<file path="src/rtl/text_buffer_arbiter_if.sv">
`default_nettype none
// ============================================================================
// Module  : text_buffer_arbiter_if
// Brief   : Display-fetch, write, clear and RAM signal bundle for the arbiter.
// Revision: 1.0
// ============================================================================
interface text_buffer_arbiter_if #(
    parameter int ADDR_W = 7,
    parameter int CHAR_W = 7
);
    logic              disp_req;
    logic [ADDR_W-1:0] disp_addr;
    logic [CHAR_W-1:0] disp_char;
    logic              disp_valid;
    logic              wr_valid;
    logic              wr_ready;
    logic [ADDR_W-1:0] wr_addr;
    logic [CHAR_W-1:0] wr_char;
    logic              wr_err;
    logic              clr_start;
    logic              clr_busy;
    logic [ADDR_W-1:0] ram_addr;
    logic              ram_we;
    logic [CHAR_W-1:0] ram_wdata;
    logic [CHAR_W-1:0] ram_rdata;

    modport slave (
        input  disp_req, disp_addr, wr_valid, wr_addr, wr_char, clr_start, ram_rdata,
        output disp_char, disp_valid, wr_ready, wr_err, clr_busy, ram_addr, ram_we, ram_wdata
    );

    modport master (
        output disp_req, disp_addr, wr_valid, wr_addr, wr_char, clr_start, ram_rdata,
        input  disp_char, disp_valid, wr_ready, wr_err, clr_busy, ram_addr, ram_we, ram_wdata
    );
endinterface
`default_nettype wire

</file>
<file path="src/rtl/text_buffer_arbiter.sv">
`default_nettype none
// ============================================================================
// Module  : text_buffer_arbiter
// Brief   : Shares the character RAM between display fetches, held writes
//           and a full-screen clear sweep; display always wins.
// Revision: 1.0
// ============================================================================
module text_buffer_arbiter #(
    parameter int              COLS     = 32,
    parameter int              ROWS     = 4,
    parameter int              ADDR_W   = 7,
    parameter int              CHAR_W   = 7,
    parameter logic [CHAR_W-1:0] CLR_CHAR = 7'h20
) (
    input  wire logic           clk,
    input  wire logic           reset,
    text_buffer_arbiter_if.slave bus
);

    localparam int                c_cells     = COLS * ROWS;
    localparam logic [ADDR_W:0]   c_cells_w   = (ADDR_W + 1)'(c_cells);
    localparam logic [ADDR_W-1:0] c_last_cell = ADDR_W'(c_cells - 1);

    typedef enum logic [0:0] {
        ST_IDLE  = 1'b0,
        ST_CLEAR = 1'b1
    } state_t;

    state_t            r_state;
    state_t            w_state_nxt;
    logic              r_clr_pending;
    logic [ADDR_W-1:0] r_clr_cnt;
    logic              r_hold_full;
    logic [ADDR_W-1:0] r_hold_addr;
    logic [CHAR_W-1:0] r_hold_char;
    logic [ADDR_W-1:0] r_last_addr;
    logic              r_wr_err;
    logic              r_disp_p1;
    logic              r_disp_valid;
    logic [CHAR_W-1:0] r_disp_char;

    logic              w_clr_busy;
    logic              w_wr_ready;
    logic              w_wr_accept;
    logic              w_wr_in_range;
    logic [ADDR_W-1:0] w_ram_addr;
    logic              w_ram_we;
    logic [CHAR_W-1:0] w_ram_wdata;
    logic              w_clr_grant;
    logic              w_hold_drain;

    assign w_clr_busy    = r_clr_pending | (r_state == ST_CLEAR);
    assign w_wr_ready    = ~r_hold_full & ~w_clr_busy;
    assign w_wr_accept   = bus.wr_valid & w_wr_ready;
    assign w_wr_in_range = ({1'b0, bus.wr_addr} < c_cells_w);

    always_comb begin
        w_state_nxt  = r_state;
        w_ram_addr   = r_last_addr;
        w_ram_we     = 1'b0;
        w_ram_wdata  = r_hold_char;
        w_clr_grant  = 1'b0;
        w_hold_drain = 1'b0;

        if (bus.disp_req) begin
            w_ram_addr = bus.disp_addr;
        end else if (r_state == ST_CLEAR) begin
            w_ram_addr  = r_clr_cnt;
            w_ram_we    = 1'b1;
            w_ram_wdata = CLR_CHAR;
            w_clr_grant = 1'b1;
        end else if (r_hold_full) begin
            w_ram_addr   = r_hold_addr;
            w_ram_we     = 1'b1;
            w_hold_drain = 1'b1;
        end

        case (r_state)
            // A pending clear waits for the held write so that write is swept too
            ST_IDLE:  if (r_clr_pending && !r_hold_full) w_state_nxt = ST_CLEAR;
            ST_CLEAR: if (w_clr_grant && (r_clr_cnt == c_last_cell)) w_state_nxt = ST_IDLE;
            default:  w_state_nxt = ST_IDLE;
        endcase
    end

    always_ff @(posedge clk or negedge reset) begin
        if (!reset) begin
            r_state       <= ST_IDLE;
            r_clr_pending <= 1'b0;
            r_clr_cnt     <= '0;
            r_hold_full   <= 1'b0;
            r_hold_addr   <= '0;
            r_hold_char   <= '0;
            r_last_addr   <= '0;
            r_wr_err      <= 1'b0;
            r_disp_p1     <= 1'b0;
            r_disp_valid  <= 1'b0;
            r_disp_char   <= '0;
        end else begin
            r_state     <= w_state_nxt;
            r_last_addr <= w_ram_addr;

            if (bus.clr_start && !w_clr_busy) begin
                r_clr_pending <= 1'b1;
            end
            if ((r_state == ST_IDLE) && (w_state_nxt == ST_CLEAR)) begin
                r_clr_pending <= 1'b0;
                r_clr_cnt     <= '0;
            end else if (w_clr_grant) begin
                r_clr_cnt <= r_clr_cnt + ADDR_W'(1);
            end

            if (w_hold_drain) begin
                r_hold_full <= 1'b0;
            end
            if (w_wr_accept && w_wr_in_range) begin
                r_hold_full <= 1'b1;
                r_hold_addr <= bus.wr_addr;
                r_hold_char <= bus.wr_char;
            end
            r_wr_err <= w_wr_accept & ~w_wr_in_range;

            r_disp_p1    <= bus.disp_req;
            r_disp_valid <= r_disp_p1;
            if (r_disp_p1) begin
                r_disp_char <= bus.ram_rdata;
            end
        end
    end

    // RAM strobes are forced idle while reset is held, even if a fetch is requested
    assign bus.ram_we     = w_ram_we & reset;
    assign bus.ram_addr   = reset ? w_ram_addr : '0;
    assign bus.ram_wdata  = w_ram_wdata;
    assign bus.wr_ready   = w_wr_ready;
    assign bus.wr_err     = r_wr_err;
    assign bus.clr_busy   = w_clr_busy;
    assign bus.disp_valid = r_disp_valid;
    assign bus.disp_char  = r_disp_char;

endmodule
`default_nettype wire

</file>
<file path="src/flat_wrapper.sv">
// flat-port wrapper written by rule: the top's interface ports become plain ports
module text_buffer_arbiter_flat 
#(
    parameter int              COLS     = 32,
    parameter int              ROWS     = 4,
    parameter int              ADDR_W   = 7,
    parameter int              CHAR_W   = 7,
    parameter logic [CHAR_W-1:0] CLR_CHAR = 7'h20
)
  (clk, reset, bus_disp_req, bus_disp_addr, bus_wr_valid, bus_wr_addr, bus_wr_char, bus_clr_start, bus_ram_rdata, bus_disp_char, bus_disp_valid, bus_wr_ready, bus_wr_err, bus_clr_busy, bus_ram_addr, bus_ram_we, bus_ram_wdata);
  text_buffer_arbiter_if #(.ADDR_W(ADDR_W), .CHAR_W(CHAR_W)) bus_i ();
  input  wire logic clk;
  input  wire logic reset;
  input wire logic [$bits(bus_i.disp_req)-1:0] bus_disp_req;
  input wire logic [$bits(bus_i.disp_addr)-1:0] bus_disp_addr;
  input wire logic [$bits(bus_i.wr_valid)-1:0] bus_wr_valid;
  input wire logic [$bits(bus_i.wr_addr)-1:0] bus_wr_addr;
  input wire logic [$bits(bus_i.wr_char)-1:0] bus_wr_char;
  input wire logic [$bits(bus_i.clr_start)-1:0] bus_clr_start;
  input wire logic [$bits(bus_i.ram_rdata)-1:0] bus_ram_rdata;
  output wire logic [$bits(bus_i.disp_char)-1:0] bus_disp_char;
  output wire logic [$bits(bus_i.disp_valid)-1:0] bus_disp_valid;
  output wire logic [$bits(bus_i.wr_ready)-1:0] bus_wr_ready;
  output wire logic [$bits(bus_i.wr_err)-1:0] bus_wr_err;
  output wire logic [$bits(bus_i.clr_busy)-1:0] bus_clr_busy;
  output wire logic [$bits(bus_i.ram_addr)-1:0] bus_ram_addr;
  output wire logic [$bits(bus_i.ram_we)-1:0] bus_ram_we;
  output wire logic [$bits(bus_i.ram_wdata)-1:0] bus_ram_wdata;
  assign bus_i.disp_req = bus_disp_req;
  assign bus_i.disp_addr = bus_disp_addr;
  assign bus_i.wr_valid = bus_wr_valid;
  assign bus_i.wr_addr = bus_wr_addr;
  assign bus_i.wr_char = bus_wr_char;
  assign bus_i.clr_start = bus_clr_start;
  assign bus_i.ram_rdata = bus_ram_rdata;
  assign bus_disp_char = bus_i.disp_char;
  assign bus_disp_valid = bus_i.disp_valid;
  assign bus_wr_ready = bus_i.wr_ready;
  assign bus_wr_err = bus_i.wr_err;
  assign bus_clr_busy = bus_i.clr_busy;
  assign bus_ram_addr = bus_i.ram_addr;
  assign bus_ram_we = bus_i.ram_we;
  assign bus_ram_wdata = bus_i.ram_wdata;
  text_buffer_arbiter #(.COLS(COLS), .ROWS(ROWS), .ADDR_W(ADDR_W), .CHAR_W(CHAR_W), .CLR_CHAR(CLR_CHAR)) u_core (.clk(clk), .reset(reset), .bus(bus_i));
endmodule
</file>
<file path="config.mk">
export PLATFORM = sky130hd
export DESIGN_NAME = text_buffer_arbiter_flat
export DESIGN_NICKNAME = d
export VERILOG_FILES = /design/src/rtl/text_buffer_arbiter_if.sv /design/src/rtl/text_buffer_arbiter.sv /design/src/flat_wrapper.sv
export SDC_FILE = /design/constraint.sdc
export NUM_CORES = 1
export LEC_CHECK = 0
export CELL_PAD_IN_SITES_DETAIL_PLACEMENT = 1
export CELL_PAD_IN_SITES_GLOBAL_PLACEMENT = 1
export CORE_MARGIN = 3
export CORE_UTILIZATION = 36
export CTS_BUF_LIST = sky130_fd_sc_hd__clkbuf_16
export CTS_CLUSTER_SIZE = 25
export DETAILED_ROUTE_END_ITERATION = 8
export GPL_TIMING_DRIVEN = 0
export PLACE_DENSITY_LB_ADDON = 0.1
export RECOVER_POWER = 100
export SLEW_MARGIN = 20
export SYNTH_ARGS = -nofsm -noshare
export SYNTH_HDL_FRONTEND = slang
export SYNTH_SLANG_ARGS = --single-unit
</file>
<file path="constraint.sdc">
create_clock -name clk -period 1.5 [get_ports clk]
set_input_delay 0.3 -clock clk [delete_from_list [all_inputs] [get_ports clk]]
set_output_delay 0.3 -clock clk [all_outputs]
set_load 0.03 [all_outputs]
</file>
==> impl_metrics.env <==
export IMPL_wl_met3_um=298
export IMPL_netlist_top_cells_count="dfrtp_1 (40), and2_1 (14), mux2_2 (12)"
export IMPL_timing_worst_slew_pin_value_ns=0.672
export IMPL_diodes=0
export IMPL_rr_worst_depth=6
export IMPL_firstDrtPassIters=4
export IMPL_wl_met1_um=2900
export IMPL_vdd_drop_max_uv=805
export IMPL_yosysUniqueCellTypes=37
export IMPL_ioPinCount=59
export IMPL_drt_iter0_markers=58
export IMPL_clkLatencyLatePin_ns=0.29
export IMPL_overflow=0
export IMPL_totalWireLength_um=7020
export IMPL_final_area_mm2=0.00326
export IMPL_path_clk_slew_ns=0.06
export IMPL_synth_area_leaders="dfrtp_1 (53%), mux2_4 (7.1%), mux2_2 (7.1%)"
export IMPL_synthCells=153
export IMPL_gp_congestion=0.777
export IMPL_slew_headroom=0.551
export IMPL_cp_max_fo=6
export IMPL_synth_edff_count=0
export IMPL_fmax_mhz=520
export IMPL_utilization=0.665
export IMPL_post_place_ws_ns=-1.28
export IMPL_critical_path_arrival_ns=1.62
export IMPL_crit_required_ns=1.20
export IMPL_violations="negative setup slack"
export IMPL_synth_top_area_cell="dfrtp_1"
export IMPL_synth_avg_cell_area_um2=12.4
export IMPL_min_to="u_core.r_disp_p1$_DFF_PN0_"
export IMPL_r2r_slack_ns=-0.14
export IMPL_hold_depth=1
export IMPL_numCtsBuffers=5
export IMPL_dpl_hpwl_um=3730
export IMPL_finalMaxSlewViolations=0
export IMPL_cts_tree="done"
export IMPL_powerDensity_mw_per_mm2=1290
export IMPL_placed_area_mm2=0.00259
export IMPL_num_nets_final=281
export IMPL_yosysWarnings=0
export IMPL_grt_usage=0.238
export IMPL_yosysSeqAreaShare=0.527
export IMPL_hold_start="bus_disp_req"
export IMPL_hold_viol_final=0
export IMPL_yosysMostFrequentCell="dfrtp_1"
export IMPL_min_period_over_period=1.28
export IMPL_outcome="finished, violations left"
export IMPL_hold_class="in -> reg"
export IMPL_drcViolationCount=0
export IMPL_core_area_mm2=0.00491
export IMPL_met2_length_um=3700
export IMPL_power_leakage_nw=1.46
export IMPL_fin_skew_ns=0.00223
export IMPL_synth_area_mm2=0.00190
export IMPL_vias=1625
export IMPL_ant_nets=0
export IMPL_die_h_um=78.6
export IMPL_rsz0062_at_grt="yes"
export IMPL_setup_tns_ns=-7.07
export IMPL_async_flop_share=1.00
export IMPL_r2r_end="u_core.r_hold_char[2]$_DFFE_PN0P_"
export IMPL_wl_per_cell_um=22.3
export IMPL_ys_flop_type="dfrtp_1"
export IMPL_clockBufferDepth=2
export IMPL_cts_sinks=40
export IMPL_r2r_start="u_core.r_hold_full$_DFFE_PN0P_"
export IMPL_setup_violations=31
export IMPL_top_layer="met4"
export IMPL_ys_seq_elements=40
export IMPL_grt_pass1_wl_um=10700
export IMPL_initial_core_util=0.387
export IMPL_synth_nets=187
export IMPL_portBuffers=57
export IMPL_max_cap_viol_count=0
export IMPL_startpoint_type="flop"
export IMPL_crit_type="reg -> out"
export IMPL_rows=25
export IMPL_grt_max_degree=33
export IMPL_finalWorstSetupSlack_ns=-0.422
export IMPL_p_total_mw=4.21
export IMPL_layout_drive_gt1_share=0.476
export IMPL_htree_levels=2
export IMPL_root_buffer="clkbuf_16"
export IMPL_die_area_mm2=0.00618
export IMPL_antenna_found_initial=0
export IMPL_drt_vias_per_instance=5.16
export IMPL_die_w_um=78.6
export IMPL_critPathCaptureType="primary output"
export IMPL_grt_pass1_vias=1870
export IMPL_netlist_area_leader_share=0.527
export IMPL_areaGrowthSynthToFinish_pct=71.9
export IMPL_period_needed_ns=1.92
-- critical path, stage by stage (launching register included) --
cell       delay [ns]
dfrtp_2          0.46
buf_4            0.15
buf_6            0.11
nand2b_4         0.08
clkbuf_16        0.15
buf_4            0.11
and2_4           0.14
buf_6            0.13
-- final cells by class --
cell class | instances | area [um2]
fill | 498 | 1650
tap | 67 | 83.8
clock buffer | 5 | 125
inverter | 3 | 11.3
multi-input combinational | 101 | 996
buffer | 8 | 108
clock inverter | 3 | 11.3
sequential | 40 | 1000
timing repair buffer | 88 | 925
-- routing by layer --
| layer | track usage | vias to the layer above |
|---|---|---|
| met1 | 0.277 | 848 |
| li1 | - | 718 |
| met5 | 0 | - |
| met4 | 0.0857 | 0 |
| met3 | 0.0722 | 10 |
| met2 | 0.412 | 49 |
-- cells in the final DEF (no fill, tap or decap), types with 2 or more instances in the layout --
cell type        count
and2_4              13
inv_1                5
dfrtp_1             37
nor2b_1              6
clkbuf_16            6
a21oi_1              2
clkbuf_1             3
o21ai_0              3
clkbuf_8             2
a211oi_4             2
clkdlybuf4s50_1     30
nor3b_4              2
dfrtp_2              3
buf_12               5
a211oi_2             4
nand2_1              4
mux2i_1              8
mux2_4              12
buf_6               24
buf_4               19
nand2b_1             2
dlygate4sd2_1        8
and2_1               2
mux2_2               9
nor3_1               2
nor2_1               4
nor3b_2              5
-- power by group --
group,total (mW),switching (mW),internal (mW)
clock,1.02,0.425,0.599
combinational,1.65,0.783,0.862
sequential,1.55,0.249,1.30
total,4.21,1.46,2.76
-- what timing repair did --
item / 4_1_cts / 5_1_grt
buffers inserted: 16 / 9
gates resized for setup: 180 / 14
hold endpoints to repair: 13 / 0
cloned: 4 / 0
setup endpoints to repair: 37 / 33
pin swaps: 10 / 7
hold buffers: 1 / 0
-- registers in the layout, summed over array words and instances, names as in the netlist, 7 cells and up --
| name | count |
|---|---|
| u_core.bus.disp_char | 7 |
| u_core.r_last_addr | 7 |
| u_core.r_hold_char | 7 |
| u_core.r_clr_cnt | 7 |
| u_core.r_hold_addr | 7 |
-- kinds of logic after synthesis --
kind of cell    Yosys count  share of synthesized area
other cells               1                    0.00197
flops                    40                      0.527
compound gates           16                     0.0586
mux                      30                      0.190
fa+ha+maj                 1                    0.00659
simple gates             51                      0.163
buf+inv                  12                     0.0435
xor+xnor                  2                    0.00922
-- worst max-delay path by stage --
stage | cells past startpoint | slack [ns] | to | startpoint
final | 7 | -0.42 | bus_ram_wdata[3] | u_core.r_state$_DFF_PN0_
after global routing | 5 | -0.48 | bus_ram_addr[0] | u_core.r_hold_full$_DFFE_PN0P_
after CTS | 5 | -0.39 | bus_ram_addr[0] | u_core.r_hold_full$_DFFE_PN0P_
after detailed placement | 7 | -1.28 | bus_ram_addr[4] | bus_disp_req
after global placement | 3 | -2.09 | bus_ram_we | reset
after floorplan | 5 | -0.14 | u_core.r_hold_addr[3]$_DFFE_PN0P_ | u_core.r_clr_pending$_DFFE_PN0P_
-- per-stage QoR --
stage | instances | hold WS, ns
global placement | 277 | 0.356
finish | 315 | 0.188
floorplan | 153 | 0.00441
detailed placement | 278 | 0.241
global route | 315 | 0.179
CTS | 306 | 0.0841
(Power assumes the default switching activity.)
